$ cat config.mk
export PLATFORM = sky130hd
export DESIGN_NAME = mem_arbiter
export DESIGN_NICKNAME = d
export VERILOG_FILES = /design/src/rtl/mem_arbiter.sv
export SDC_FILE = /design/constraint.sdc
export NUM_CORES = 1
export LEC_CHECK = 0
export ABC_AREA = 1
export BUFFER_PORTS_ARGS = -buffer_cell sky130_fd_sc_hd__buf_2
export CAP_MARGIN = 25
export CELL_PAD_IN_SITES_DETAIL_PLACEMENT = 1
export CELL_PAD_IN_SITES_GLOBAL_PLACEMENT = 2
export CORE_UTILIZATION = 23
export DETAILED_ROUTE_END_ITERATION = 12
export GPL_ROUTABILITY_DRIVEN = 0
export PLACE_DENSITY_LB_ADDON = 0.1
export SLEW_MARGIN = 25
export SYNTH_ARGS = -nofsm -noshare
export SYNTH_HDL_FRONTEND = slang
export SYNTH_SLANG_ARGS = --single-unit
$ cat constraint.sdc
create_clock -name clock -period 1.7 [get_ports clock]
set_clock_uncertainty 0.1 [all_clocks]
set_input_delay 0.425 -clock clock [delete_from_list [all_inputs] [get_ports clock]]
set_output_delay 0.425 -clock clock [all_outputs]
set_load 0.03 [all_outputs]
$ cat src/rtl/mem_arbiter.sv
// Round-robin arbiter sharing one fixed-latency memory between an instruction
// fetch port and a data port; stores into the program region below DATA_BASE are rejected.
module mem_arbiter #(
  parameter int          WIDTH       = 32,
  parameter int          MEM_LATENCY = 1,
  parameter logic [31:0] DATA_BASE   = 32'h1000_0000
) (
  input  logic             clock,
  input  logic             reset,
  input  logic             if_req_i,
  input  logic [WIDTH-1:0] if_addr_i,
  output logic             if_gnt_o,
  output logic             if_rvalid_o,
  output logic [WIDTH-1:0] if_rdata_o,
  input  logic             d_req_i,
  input  logic             d_we_i,
  input  logic [WIDTH-1:0] d_addr_i,
  input  logic [WIDTH-1:0] d_wdata_i,
  output logic             d_gnt_o,
  output logic             d_rvalid_o,
  output logic [WIDTH-1:0] d_rdata_o,
  output logic             d_err_o,
  output logic             mem_we_o,
  output logic [WIDTH-1:0] mem_addr_o,
  output logic [WIDTH-1:0] mem_wdata_o,
  input  logic [WIDTH-1:0] mem_rdata_i,
  output logic             busy_o
);

  typedef enum logic [1:0] {
    ST_IDLE = 2'd0,
    ST_WAIT = 2'd1,
    ST_DONE = 2'd2
  } state_t;

  localparam logic [3:0]       CNT_LOAD = 4'(MEM_LATENCY - 1);
  localparam logic [WIDTH-1:0] BASE     = WIDTH'(DATA_BASE);

  function automatic logic in_data_region(input logic [WIDTH-1:0] addr);
    return (addr >= BASE);
  endfunction

  state_t           state_r;
  logic [3:0]       cnt_r;
  logic             last_data_r;
  logic             owner_data_r;
  logic             write_r;
  logic             err_pend_r;
  logic             mem_we_r;
  logic [WIDTH-1:0] mem_addr_r;
  logic [WIDTH-1:0] mem_wdata_r;
  logic             if_rvalid_r;
  logic             d_rvalid_r;
  logic             d_err_r;
  logic             busy_r;
  logic [WIDTH-1:0] if_rdata_r;
  logic [WIDTH-1:0] d_rdata_r;

  logic grant_if_s;
  logic grant_d_s;
  logic store_s;
  logic store_ok_s;

  // Arbitration: a lone requester wins, a conflict goes to the port not granted last.
  always_comb begin
    grant_if_s = 1'b0;
    grant_d_s  = 1'b0;
    if (reset && (state_r == ST_IDLE)) begin
      if (if_req_i && d_req_i) begin
        grant_if_s = last_data_r;
        grant_d_s  = ~last_data_r;
      end else begin
        grant_if_s = if_req_i;
        grant_d_s  = d_req_i;
      end
    end else begin
      grant_if_s = 1'b0;
      grant_d_s  = 1'b0;
    end
    store_s    = grant_d_s & d_we_i;
    store_ok_s = store_s & in_data_region(d_addr_i);
  end

  // Transaction sequencer: accept, wait out the memory latency, then respond once.
  always_ff @(posedge clock or negedge reset) begin
    if (!reset) begin
      state_r      <= ST_IDLE;
      cnt_r        <= 4'd0;
      last_data_r  <= 1'b1;
      owner_data_r <= 1'b0;
      write_r      <= 1'b0;
      err_pend_r   <= 1'b0;
      mem_we_r     <= 1'b0;
      mem_addr_r   <= {WIDTH{1'b0}};
      mem_wdata_r  <= {WIDTH{1'b0}};
      if_rvalid_r  <= 1'b0;
      d_rvalid_r   <= 1'b0;
      d_err_r      <= 1'b0;
      busy_r       <= 1'b0;
      if_rdata_r   <= {WIDTH{1'b0}};
      d_rdata_r    <= {WIDTH{1'b0}};
    end else begin
      case (state_r)
        ST_IDLE: begin
          if (grant_if_s || grant_d_s) begin
            state_r      <= ST_WAIT;
            busy_r       <= 1'b1;
            cnt_r        <= CNT_LOAD;
            last_data_r  <= grant_d_s;
            owner_data_r <= grant_d_s;
            write_r      <= store_s;
            err_pend_r   <= store_s & ~store_ok_s;
            mem_we_r     <= store_ok_s;
            mem_addr_r   <= grant_d_s ? d_addr_i : if_addr_i;
            mem_wdata_r  <= grant_d_s ? d_wdata_i : {WIDTH{1'b0}};
          end
        end
        ST_WAIT: begin
          // Write strobe lasts only for the first WAIT cycle.
          mem_we_r <= 1'b0;
          if (cnt_r == 4'd0) begin
            state_r     <= ST_DONE;
            mem_addr_r  <= {WIDTH{1'b0}};
            mem_wdata_r <= {WIDTH{1'b0}};
            if (owner_data_r) begin
              d_rvalid_r <= 1'b1;
              d_err_r    <= err_pend_r;
              d_rdata_r  <= write_r ? {WIDTH{1'b0}} : mem_rdata_i;
            end else begin
              if_rvalid_r <= 1'b1;
              if_rdata_r  <= mem_rdata_i;
            end
          end else begin
            cnt_r <= cnt_r - 4'd1;
          end
        end
        ST_DONE: begin
          state_r     <= ST_IDLE;
          busy_r      <= 1'b0;
          if_rvalid_r <= 1'b0;
          d_rvalid_r  <= 1'b0;
          d_err_r     <= 1'b0;
        end
        default: begin
          state_r     <= ST_IDLE;
          busy_r      <= 1'b0;
          mem_we_r    <= 1'b0;
          mem_addr_r  <= {WIDTH{1'b0}};
          mem_wdata_r <= {WIDTH{1'b0}};
          if_rvalid_r <= 1'b0;
          d_rvalid_r  <= 1'b0;
          d_err_r     <= 1'b0;
        end
      endcase
    end
  end

  assign if_gnt_o    = grant_if_s;
  assign d_gnt_o     = grant_d_s;
  assign if_rvalid_o = if_rvalid_r;
  assign if_rdata_o  = if_rdata_r;
  assign d_rvalid_o  = d_rvalid_r;
  assign d_rdata_o   = d_rdata_r;
  assign d_err_o     = d_err_r;
  assign mem_we_o    = mem_we_r;
  assign mem_addr_o  = mem_addr_r;
  assign mem_wdata_o = mem_wdata_r;
  assign busy_o      = busy_r;

endmodule

==> impl_metrics.json <==
{
  "yosysWarnings": 0,
  "grt_remaining_overflow": 0,
  "fin_util": 0.352,
  "violations": "negative setup slack",
  "grt_pass1_wl_um": 36000,
  "drc": 0,
  "nets": 1221,
  "wl_um": 23500,
  "max_cap_viol_count": 0,
  "min_path_type": "in2reg",
  "initial_core_util": 0.233,
  "firstDrtPassIters": 4,
  "synth_common_cells": "nand2_1, dfrtp_1, nand3_1, inv_1, o21ai_1",
  "worstPathArrival_ns": 1.39,
  "synth_edf_count": 0,
  "vdd_drop_max_v": 0.000743,
  "ant_nets": 0,
  "synth_top_area_frac": 0.567,
  "die_h_um": 167,
  "clock_sinks": 143,
  "routed_via_density": 4.26,
  "period_share": 1.13,
  "synth_area_um2": 6270,
  "setup_slack_ns": -0.217,
  "wl_per_cell_um": 16.3,
  "die_w_um": 167,
  "synth_area_leaders": "dfrtp_1, nand2_1, nand3_1",
  "slew_headroom": 0.416,
  "synth_compound_area_frac": 0.0375,
  "hold_violations": 0,
  "synthCells": 770,
  "cts_root_buffer": "clkbuf_16",
  "power_leakage_uw": 0.00543,
  "ys_types": 24,
  "grtUsageTotal": 0.164,
  "synth-simple-area-share": 0.307,
  "drive_above_1_share": 0.376,
  "rsz0062_at_grt": "yes",
  "antenna_found_initial": 2,
  "worstPathMaxFanout": 3,
  "cts_made_buffers": 17,
  "synth_nets": 905,
  "clockBufferDepth": 2,
  "pwr_density_cell_nw_per_um2": 2260,
  "htreeDepth": 4,
  "core_um2": 26900,
  "synth_most_common_cell": "nand2_1",
  "holdWs_ns": 0.0994,
  "report.final.slew_viol_count": 0,
  "crit_path_start_kind": "flip-flop",
  "synth.area.mux_share": 0,
  "area_growth_pct": 50.9,
  "ios": 268,
  "tightest_slew_ns": 0.876,
  "status": "finished with violations",
  "synthAdderAreaFrac": 0.00399,
  "max_freq_mhz": 522,
  "cp.required_ns": 1.17,
  "path_clk_slew_ns": 0.07,
  "critPathKind": "reg2out",
  "drt_iter0_drc": 333,
  "fin_crit_ns": 1.92,
  "num_rows": 60,
  "syn_area_per_cell_um2": 8.15,
  "synth_top_cell_by_area": "dfrtp_1",
  "vias": 6141,
  "ys_ff_latch": 143,
  "cp-end-kind": "output port",
  "post-dp-hpwl_um": 15600,
  "io_buffers": 267,
  "synthXorXnorAreaFrac": 0,
  "clk_latency_ns": 0.41,
  "setup_violations": 2,
  "cts_tree": "built",
  "synth_top_family_by_area": "simple AND/OR/NAND/NOR gates",
  "grt_pass1_vias": 6425,
  "async_flop_share": 1.00,
  "yosys_most_used_dff": "dfrtp_1",
  "dieArea_um2": 27900,
  "seq_area_frac_synth": 0.571,
  "grt_max_degree": 82
}
==> cells in the final DEF, fill, tap and decap left out, types with 2 or more instances in the layout <==
master / n
a21oi_1: 2
a21oi_2: 3
buf_12: 14
buf_2: 264
buf_4: 43
buf_6: 8
clkbuf_16: 26
clkinv_4: 4
clkinvlp_4: 3
dfrtp_1: 142
diode_2: 2
inv_1: 74
inv_2: 5
inv_6: 3
inv_8: 3
nand2_1: 303
nand2_2: 5
nand2_4: 2
nand3_1: 129
nand3_2: 7
nand4_1: 2
nor2_4: 4
o21ai_0: 7
o21ai_1: 23
o21ai_2: 9
==> through the flow <==
stage          setup TNS, ns  worst slack, ns  cell area (um^2)  power (uW)  instances
6_report              -0.424           -0.217              9460       21400       1442
5_1_grt                -3.84           -0.295              9460       23000       1441
4_1_cts               -0.786           -0.274              9010       20200       1423
3_5_place_dp               0           0.0170              8290       16200       1377
3_3_place_gp               0           0.0365              8290       16100       1377
2_1_floorplan        -0.0177          -0.0177              6280       12100        770
==> repair_timing <==
item / CTS / global route
hold endpoints to repair: 81 / 0
hold buffers: 1 / 0
endpoints found under the setup margin: 2 / 104
buffers inserted: 13 / 13
cloned: 0 / 10
resized for setup: 14 / 41
pin swaps: 2 / 10
==> final cells by class <==
type / instances / area [um^2]
Antenna cell: 2 / 5.00
Fill cell: 3237 / 17400
Clock inverter: 14 / 123
Inverter: 80 / 303
Sequential cell: 143 / 3580
Clock buffer: 18 / 439
Multi-Input combinational cell: 504 / 2320
Timing Repair Buffer: 340 / 2260
Tap cell: 341 / 427
==> metal layers <==
layer,part of all wire,track usage,vias up
met5,0,0,-
met4,0.011,0.0431,0
met3,0.066,0.0496,17
met2,0.48,0.272,174
met1,0.45,0.207,2900
li1,-,-,3050
==> state kept, by name (all words and copies together) (netlist names) <==
name / cells
busy_o: 1
cnt_r: 4
d_err_o: 1
d_rdata_o: 32
d_rvalid_o: 1
err_pend_r: 1
if_rdata_o: 32
if_rvalid_o: 1
last_data_r: 1
mem_addr_o: 32
mem_wdata_o: 32
mem_we_o: 1
owner_data_r: 1
state_r: 2
write_r: 1
==> cells by family (layout without fill, tap and decap cells) <==
kind of cell               after synthesis  count (layout)
DFF                                    143             143
adders and majority gates                2               2
other                                    0               2
buffers and inverters                  123             452
and+or+nand+nor                        456             456
AOI/OAI and AO/OA                       46              46
==> path summary, 6_finish.rpt <==
path	slack, ns	from	cells past startpoint	end
max	-0.22	state_r[1]	4	if_gnt_o
min	0.1	d_wdata_i[6]	3	mem_wdata_o[6]
max reg2reg	0	state_r[1]	8	cnt_r[1]
min reg2reg	0.37	mem_wdata_o[29]	2	mem_wdata_o[29]
max in group asynchronous	0.57	reset	3	mem_wdata_o[21]
min in group asynchronous	0.11	reset	2	if_rvalid_o
==> report_power, final <==
| part | total (uW) | switching, uW | internal [uW] |
|---|---|---|---|
| Combinational | 12100 | 7590 | 4470 |
| Clock | 3600 | 1640 | 1960 |
| Sequential | 5760 | 828 | 4930 |
==> worst max-delay path, cell delays in order (launching register included) <==
cell and delay (ns):
dfrtp_1 0.43, nor2_4 0.16, nand3_2 0.10, a21oi_2 0.14, buf_6 0.15
(Power assumes the default switching activity.)
